===== src/rtl/turf_udp_pkg.sv =====
// Shared definitions for the TURF UDP housekeeping ingress path: header layout,
// filter state encoding and small arithmetic helpers.
package turf_udp_pkg;

    localparam int unsigned HDR_W    = 64;
    localparam int unsigned DATA_W   = 64;
    localparam int unsigned KEEP_W   = 8;
    localparam int unsigned IP_LSB   = 32;
    localparam int unsigned PORT_LSB = 16;
    localparam int unsigned LEN_LSB  = 0;
    localparam int unsigned LEN_W    = 16;
    localparam int unsigned BEAT_W   = 14;

    typedef enum logic [1:0] {
        IDLE = 2'd0,
        HDR  = 2'd1,
        PASS = 2'd2,
        DROP = 2'd3
    } state_t;

    typedef struct packed {
        logic [HDR_W-IP_LSB-1:0]     src_ip;
        logic [IP_LSB-PORT_LSB-1:0]  src_port;
        logic [PORT_LSB-LEN_LSB-1:0] len;
    } udp_hdr_t;

    // ceil(len/8) in 8-byte beats; a 16-bit length needs at most 14 bits of beats.
    function automatic logic [BEAT_W-1:0] bytes_to_beats(input logic [LEN_W-1:0] len);
        logic [LEN_W:0] sum;
        sum = (LEN_W+1)'(len) + (LEN_W+1)'(7);
        return BEAT_W'(sum >> 3);
    endfunction

    // Increment that sticks at the all-ones value of a 'width'-bit counter (width <= 32).
    function automatic logic [31:0] sat_inc(input logic [31:0] val, input int unsigned width);
        logic [31:0] top;
        top = 32'hFFFF_FFFF >> (32 - width);
        return (val >= top) ? val : val + 32'd1;
    endfunction

endpackage


===== src/rtl/turf_udp_hsk_ingress_filter.sv =====
// Housekeeping UDP ingress filter: drops malformed/oversize/busy packets and trims
// the data stream to the header length, one packet in flight at a time.
module turf_udp_hsk_ingress_filter
    import turf_udp_pkg::*;
#(
    parameter int unsigned MAX_BYTES = 1024,
    parameter int unsigned CNT_WIDTH = 16
) (
    input  logic                 aclk,
    input  logic                 areset,
    input  logic                 hsk_busy_i,

    input  logic [HDR_W-1:0]     s_udphdr_tdata,
    input  logic                 s_udphdr_tvalid,
    output logic                 s_udphdr_tready,

    input  logic [DATA_W-1:0]    s_udpdata_tdata,
    input  logic [KEEP_W-1:0]    s_udpdata_tkeep,
    input  logic                 s_udpdata_tlast,
    input  logic                 s_udpdata_tvalid,
    output logic                 s_udpdata_tready,

    output logic [HDR_W-1:0]     m_udphdr_tdata,
    output logic                 m_udphdr_tvalid,
    input  logic                 m_udphdr_tready,

    output logic [DATA_W-1:0]    m_udpdata_tdata,
    output logic [KEEP_W-1:0]    m_udpdata_tkeep,
    output logic                 m_udpdata_tlast,
    output logic                 m_udpdata_tvalid,
    input  logic                 m_udpdata_tready,

    output logic [CNT_WIDTH-1:0] drop_count_o,
    output logic [CNT_WIDTH-1:0] len_err_count_o
);

    state_t              r_state;
    state_t              w_state_nxt;
    udp_hdr_t            r_hdr;
    udp_hdr_t            w_hdr_in;
    logic [BEAT_W-1:0]   r_exp_beats;
    logic [BEAT_W-1:0]   r_beat;
    logic                r_live;
    logic [CNT_WIDTH-1:0] r_drop_cnt;
    logic [CNT_WIDTH-1:0] r_len_err_cnt;

    logic w_reject;
    logic w_final_beat;
    logic w_hdr_load;
    logic w_beat_clr;
    logic w_beat_inc;
    logic w_drop_inc;
    logic w_len_err_inc;

    assign w_hdr_in     = udp_hdr_t'(s_udphdr_tdata);
    assign w_reject     = (w_hdr_in.len == '0) || (32'(w_hdr_in.len) > MAX_BYTES) || hsk_busy_i;
    assign w_final_beat = (r_beat == (r_exp_beats - BEAT_W'(1)));

    assign m_udphdr_tdata  = r_hdr;
    assign m_udpdata_tdata = s_udpdata_tdata;
    assign m_udpdata_tkeep = s_udpdata_tkeep;
    assign drop_count_o    = r_drop_cnt;
    assign len_err_count_o = r_len_err_cnt;

    // Next-state and handshake decode; r_live holds header tready low until the first edge after reset.
    always_comb begin
        w_state_nxt      = r_state;
        s_udphdr_tready  = 1'b0;
        s_udpdata_tready = 1'b0;
        m_udphdr_tvalid  = 1'b0;
        m_udpdata_tvalid = 1'b0;
        m_udpdata_tlast  = 1'b0;
        w_hdr_load       = 1'b0;
        w_beat_clr       = 1'b0;
        w_beat_inc       = 1'b0;
        w_drop_inc       = 1'b0;
        w_len_err_inc    = 1'b0;

        case (r_state)
            IDLE: begin
                s_udphdr_tready = r_live;
                if (s_udphdr_tvalid && r_live) begin
                    w_hdr_load = 1'b1;
                    if (w_reject) begin
                        w_state_nxt = DROP;
                        w_drop_inc  = 1'b1;
                    end else begin
                        w_state_nxt = HDR;
                    end
                end
            end
            HDR: begin
                m_udphdr_tvalid = 1'b1;
                if (m_udphdr_tready) begin
                    w_state_nxt = PASS;
                    w_beat_clr  = 1'b1;
                end
            end
            PASS: begin
                m_udpdata_tvalid = s_udpdata_tvalid;
                s_udpdata_tready = m_udpdata_tready;
                m_udpdata_tlast  = s_udpdata_tlast || w_final_beat;
                if (s_udpdata_tvalid && m_udpdata_tready) begin
                    w_beat_inc = 1'b1;
                    if (w_final_beat) begin
                        // Long packet: the remainder after the forced tlast is discarded.
                        if (s_udpdata_tlast) begin
                            w_state_nxt = IDLE;
                        end else begin
                            w_state_nxt   = DROP;
                            w_len_err_inc = 1'b1;
                        end
                    end else if (s_udpdata_tlast) begin
                        w_state_nxt   = IDLE;
                        w_len_err_inc = 1'b1;
                    end
                end
            end
            DROP: begin
                s_udpdata_tready = 1'b1;
                if (s_udpdata_tvalid && s_udpdata_tlast) begin
                    w_state_nxt = IDLE;
                end
            end
            default: begin
                w_state_nxt = IDLE;
            end
        endcase
    end

    // State, header capture, beat tracking and saturating status counters.
    always_ff @(posedge aclk or posedge areset) begin
        if (areset) begin
            r_state       <= IDLE;
            r_hdr         <= '0;
            r_exp_beats   <= '0;
            r_beat        <= '0;
            r_live        <= 1'b0;
            r_drop_cnt    <= '0;
            r_len_err_cnt <= '0;
        end else begin
            r_state <= w_state_nxt;
            r_live  <= 1'b1;
            if (w_hdr_load) begin
                r_hdr       <= w_hdr_in;
                r_exp_beats <= bytes_to_beats(w_hdr_in.len);
            end
            if (w_beat_clr) begin
                r_beat <= '0;
            end else if (w_beat_inc) begin
                r_beat <= r_beat + BEAT_W'(1);
            end
            if (w_drop_inc) begin
                r_drop_cnt <= CNT_WIDTH'(sat_inc(32'(r_drop_cnt), CNT_WIDTH));
            end
            if (w_len_err_inc) begin
                r_len_err_cnt <= CNT_WIDTH'(sat_inc(32'(r_len_err_cnt), CNT_WIDTH));
            end
        end
    end

endmodule

===== config.mk =====
export PLATFORM = sky130hd
export DESIGN_NAME = turf_udp_hsk_ingress_filter
export DESIGN_NICKNAME = d
export VERILOG_FILES = /design/src/rtl/turf_udp_pkg.sv /design/src/rtl/turf_udp_hsk_ingress_filter.sv
export SDC_FILE = /design/constraint.sdc
export NUM_CORES = 1
export LEC_CHECK = 0
export CAP_MARGIN = 20
export CELL_PAD_IN_SITES_DETAIL_PLACEMENT = 1
export CELL_PAD_IN_SITES_GLOBAL_PLACEMENT = 2
export CORE_UTILIZATION = 23
export DETAILED_ROUTE_END_ITERATION = 10
export PLACE_DENSITY = 0.79
export SLEW_MARGIN = 10
export SYNTH_ARGS = -nofsm -noshare
export SYNTH_HDL_FRONTEND = slang
export SYNTH_SLANG_ARGS = --single-unit

===== constraint.sdc =====
create_clock -name aclk -period 6.1 [get_ports aclk]
set_input_delay 1.525 -clock aclk [delete_from_list [all_inputs] [get_ports aclk]]
set_output_delay 1.525 -clock aclk [all_outputs]
set_load 0.005 [all_outputs]

==> reports/metrics.cfg, run 1 <==
[logic_synthesis]
synth_flop_cell=dfrtp_1
synth.area.mux_share=0.008176
netlist_area_mm2=0.006580
synth.avg_cell_area_um2=8.928
synth_warnings=0
synth_top_family_by_area=simple AND/OR/NAND/NOR gates
post_synth_inst_count=737
synth-compound-area-share=0.04031
async_flop_share=1.000
synthSimpleGateAreaFrac=0.2542
synthAdderAreaFrac=0.01141
synth_cell_types=51
ys_seq_area_frac=0.4830
synth_fp_nets=887
synth_xor_area_frac=0.09717
synth-seq-cells=127
synth-edff-count=0

[setup_path]
worstPathArrival_ns=3.84
r2r_slack_ns=1.89
start_kind=flop
r2r_start=r_exp_beats[0]
crit_fanout=8
crit_type=reg2out
required_ns=4.58
end_kind=primary output
ff2ff_path_depth=14
timing.rr.end=len_err_count_o[11]

[timing]
setup_tns_ns=0
setup_violations=0
final-hold-violation-count=0
skew_ns=0.01153
finalCritPeriodShare=0.8797
drv_slew=0
rsz0062_at_grt=no
period_needed_ns=5.366
worst_hold_slack_ns=0.4760
setup_slack_ns=0.7339
worst_slew_pin_slew_ns=0.9924
fmax_mhz=186.4
slew_headroom=0.3384

[status]
status=finished, final reports clean

[grt]
grt_pass1_wl_mm=29.57
grt_pass1_vias=5444
antenna_found_initial=1
gr-usage-all-layers=0.1298
grt_max_degree=103
overflow=0

[worst_hold_path]
worst_hold_path_type=reg2reg
hold_start=m_udphdr_tdata[56]
min_to=m_udphdr_tdata[56]
hold-path-cell-count=2

[clocking]
worst_skew_pair.late_latency_ns=0.42
root_buffer=clkbuf_16
clock_path_buffers=2
cts_tree=yes
cts_setup_buffers=0
numCtsBuffers=17
path_clk_slew_ns=0.07
htree_levels=4
postCtsHoldBufs=0
cts.repair.resized=0
clock_sinks=127

[floorplanning]
start_util=0.2356
die_area_mm2=0.02929
die_w_um=171.1
core.rowCount=61
core_area_mm2=0.02793
die_h_um=171.1
io_pins=317

[route]
drt_drc_violations_left=0
drtIter0Drc=147
drt_pass1_iterations=4
drt_wl_total_mm=18.28
antenna_left=0
wire_per_inst_um=14.97
via_per_inst=4.255
via_count=5195

[pwr]
power_leakage_nw=3.974
ir_drop_mv=0.1537
cellPowerDensity_mw_per_mm2=436.8

[cells_and_area]
areaGrowthSynthToFinish_pct=33.96
n_fill_cell=3263
layout-drive-gt1-share=0.05694
n_antenna_cell=0
final_common_cell=nand2_1
layout.nets=981
mostFrequentLayoutCells=nand2_1 (235), clkdlybuf4s50_1 (172), dfrtp_1 (127)

[place]
place.gp.congestion=0.7664
numPortBuffers=172
dp_hpwl_mm=12.77
pre_cts_slack_ns=1.140

[job]
max-cap-violations=0

layer usage:
layer / up-vias / GRT usage / wire length (µm)
met5: - / 0 / 0
met4: 0 / 0.03766 / 199
met3: 17 / 0.05922 / 1660
met2: 139 / 0.2020 / 8384
met1: 2529 / 0.1600 / 8040
li1: 2510 / - / -
critical path, stage by stage (launching register included):
cell             delay, ns
dfrtp_1               0.42
inv_1                 0.10
ha_1                  0.28
nor4b_4               0.48
nand3_1               0.26
nor3b_1               0.26
a21oi_1               0.06
a211o_1               0.31
a221o_1               0.39
ha_1                  0.21
nor3_1                0.14
clkdlybuf4s50_1       0.53
per-stage QoR:
stage          power [mW]  area (µm²)  std cells    util
2_1_floorplan       2.003        6580        737       -
3_3_place_gp        2.714        8162       1190  0.2922
3_5_place_dp        2.744        8162       1190  0.2922
4_1_cts             3.934        8815       1221  0.3156
5_1_grt             4.131        8815       1221  0.3156
6_report            3.850        8815       1221  0.3156
logic make-up after synthesis:
| logic type | Yosys count |
|---|---|
| fa+ha+maj | 6 |
| mux | 5 |
| other cells | 1 |
| flops | 127 |
| buf+inv | 112 |
| simple gates | 371 |
| xor+xnor | 73 |
| compound gates | 42 |
worst max-delay path by stage:
stage | start | endpoint | slack, ns
final | r_exp_beats[0] | m_udpdata_tlast | 0.73
after CTS | r_exp_beats[0] | m_udpdata_tlast | 0.68
after global placement | r_exp_beats[0] | m_udpdata_tlast | 1.26
after detailed placement | r_exp_beats[0] | m_udpdata_tlast | 1.14
after floorplan | areset | drop_count_o[0] | 1.19
after global routing | r_exp_beats[0] | m_udpdata_tlast | 0.47
flip-flops by register name (all words and copies together) (netlist names):
signal / count
drop_count_o: 16
len_err_count_o: 16
m_udphdr_tdata: 64
r_beat: 14
r_exp_beats: 14
r_live: 1
r_state: 2
power breakdown:
group | internal [mW] | switching, mW
Sequential | 1.15 | 0.265
Clock | 0.737 | 0.405
Combinational | 0.732 | 0.566
synth_stat cells (all sizes together), types with 4 or more instances:
| cell type | count | area [µm²] |
|---|---|---|
| xnor2 | 31 | 271.5 |
| dfrtp | 127 | 3178 |
| o21ai | 19 | 95.09 |
| and4 | 4 | 35.03 |
| clkbuf | 27 | 101.4 |
| buf | 73 | 545.5 |
| ha | 6 | 75.07 |
| and3 | 12 | 75.07 |
| nand2 | 235 | 882.1 |
| a21oi | 6 | 30.03 |
| nand3 | 21 | 105.1 |
| xor2 | 42 | 367.9 |
| inv | 12 | 45.04 |
| nor3 | 18 | 101.4 |
| nor2 | 39 | 151.4 |
| nand4 | 18 | 112.6 |
final cells by class:
type,instances,area (µm²),area share
Clock buffer,18,439.2,0.04982
Tap cell,378,473.0,0.05366
Clock inverter,13,214.0,0.02427
Multi-Input combinational cell,498,2716,0.3082
Inverter,12,50.05,0.005678
Sequential cell,127,3178,0.3605
Timing Repair Buffer,175,1744,0.1979
(Power assumes the default switching activity.)
==> run 2: changes to the inputs <==
--- a/config.mk
+++ b/config.mk
@@ -10,7 +10,7 @@
 export CELL_PAD_IN_SITES_GLOBAL_PLACEMENT = 2
 export CORE_UTILIZATION = 23
 export DETAILED_ROUTE_END_ITERATION = 10
-export PLACE_DENSITY = 0.79
+export PLACE_DENSITY = 0.89
 export SLEW_MARGIN = 10
 export SYNTH_ARGS = -nofsm -noshare
 export SYNTH_HDL_FRONTEND = slang
==> reports/metrics.cfg, run 2 (synthesis gave the netlist of run 1 again) <==
[status]
status=finished, final reports clean

[setup_path]
required_ns=4.58
start_kind=flop
crit_type=reg2out
crit_fanout=8
worstPathArrival_ns=3.86
end_kind=primary output

[timing]
setup_slack_ns=0.7139
skew_ns=0.008432
setup_tns_ns=0
worst_hold_slack_ns=0.4725
finalCritPeriodShare=0.8830
period_needed_ns=5.386
worst_slew_pin_slew_ns=0.9074
final-hold-violation-count=0
drv_slew=0
rsz0062_at_grt=no
slew_headroom=0.3951
fmax_mhz=185.7
setup_violations=0

[grt]
overflow=0
grt_max_degree=66
grt_pass1_vias=5576
grt_pass1_wl_mm=29.69
gr-usage-all-layers=0.1305
antenna_found_initial=0

[route]
drt_wl_total_mm=18.25
antenna_left=0
drt_drc_violations_left=0
via_count=5215
drt_pass1_iterations=4
drtIter0Drc=147
wire_per_inst_um=14.94
via_per_inst=4.268

[floorplanning]
start_util=0.2356
core_area_mm2=0.02793
io_pins=317
die_area_mm2=0.02929
die_h_um=171.1
die_w_um=171.1
core.rowCount=61

[place]
place_area_mm2=0.008172
numPortBuffers=172
placedCellCount=1190
dp_hpwl_mm=12.97
pre_cts_slack_ns=1.171
place.gp.congestion=0.7734

[clocking]
cts_setup_buffers=0
cts.repair.resized=0
root_buffer=clkbuf_16
cts_tree=yes
numCtsBuffers=17
path_clk_slew_ns=0.06
worst_skew_pair.late_latency_ns=0.42
clock_sinks=127
htree_levels=4
clock_path_buffers=2
postCtsHoldBufs=0

[cells_and_area]
areaGrowthSynthToFinish_pct=34.27
largest_register_ffs=64
n_antenna_cell=0
finalCoreUtilization=0.3163
mostFrequentLayoutCells=nand2_1 (235), clkdlybuf4s50_1 (172), dfrtp_1 (127)
final_common_cell=nand2_1
design_area_mm2=0.008835
final_cell_count_no_fill=1222
layout-drive-gt1-share=0.05806
layout.nets=981
n_fill_cell=3237

[pwr]
power_leakage_nw=3.986
cellPowerDensity_mw_per_mm2=438.8
ir_drop_mv=0.1400
finalPower_mw=3.877

[job]
max-cap-violations=0

[worst_hold_path]
worst_hold_path_type=reg2reg

[run 2: changes by cell type in the layout (fill, tap and decap cells not counted), sizes merged]
cell    change
clkinv      -1
inv         +1
clkbuf      +1
[run 2: cell type report]
| type | instances | area (µm²) | area share |
|---|---|---|---|
| sequential | 127 | 3178 | 0.3597 |
| clock buffer | 19 | 452.9 | 0.05127 |
| timing repair buffer | 175 | 1757 | 0.1988 |
| multi-input combinational | 498 | 2716 | 0.3075 |
| clock inverter | 13 | 210.2 | 0.02379 |
| tap | 378 | 473.0 | 0.05353 |
| inverter | 12 | 47.55 | 0.005382 |
[run 2: worst max-delay path, stage by stage (launching register included)]
cell,delay (ns)
dfrtp_1,0.41
inv_1,0.10
ha_1,0.29
nor4b_4,0.47
nand3_1,0.26
nor3b_1,0.25
a21oi_1,0.07
a211o_1,0.32
a221o_1,0.40
ha_1,0.22
nor3_1,0.13
clkdlybuf4s50_1,0.53
[run 2: final timing paths]
path	slack [ns]	startpoint	end	cells after the start
hold reg to reg	0.47	m_udphdr_tdata[22]	m_udphdr_tdata[22]	2
hold / removal	0.47	m_udphdr_tdata[22]	m_udphdr_tdata[22]	2
min in group asynchronous	1.59	areset	m_udphdr_tdata[26]	2
setup reg to reg	1.86	r_exp_beats[0]	len_err_count_o[11]	14
setup / recovery	0.71	r_exp_beats[0]	m_udpdata_tlast	11
max in group asynchronous	3.56	areset	m_udphdr_tdata[40]	3
[run 2: routing by layer]
metal / global-route usage / wire, µm
met3: 0.05876 / 1561
met5: 0 / 0
met1: 0.1523 / 7828
met2: 0.2109 / 8573
met4: 0.04503 / 288
[run 2: where the power goes]
part,leakage [nW],internal (mW),switching (mW)
Clock,0.320,0.749,0.410
Combinational,2.03,0.732,0.571
Sequential,1.63,1.15,0.269
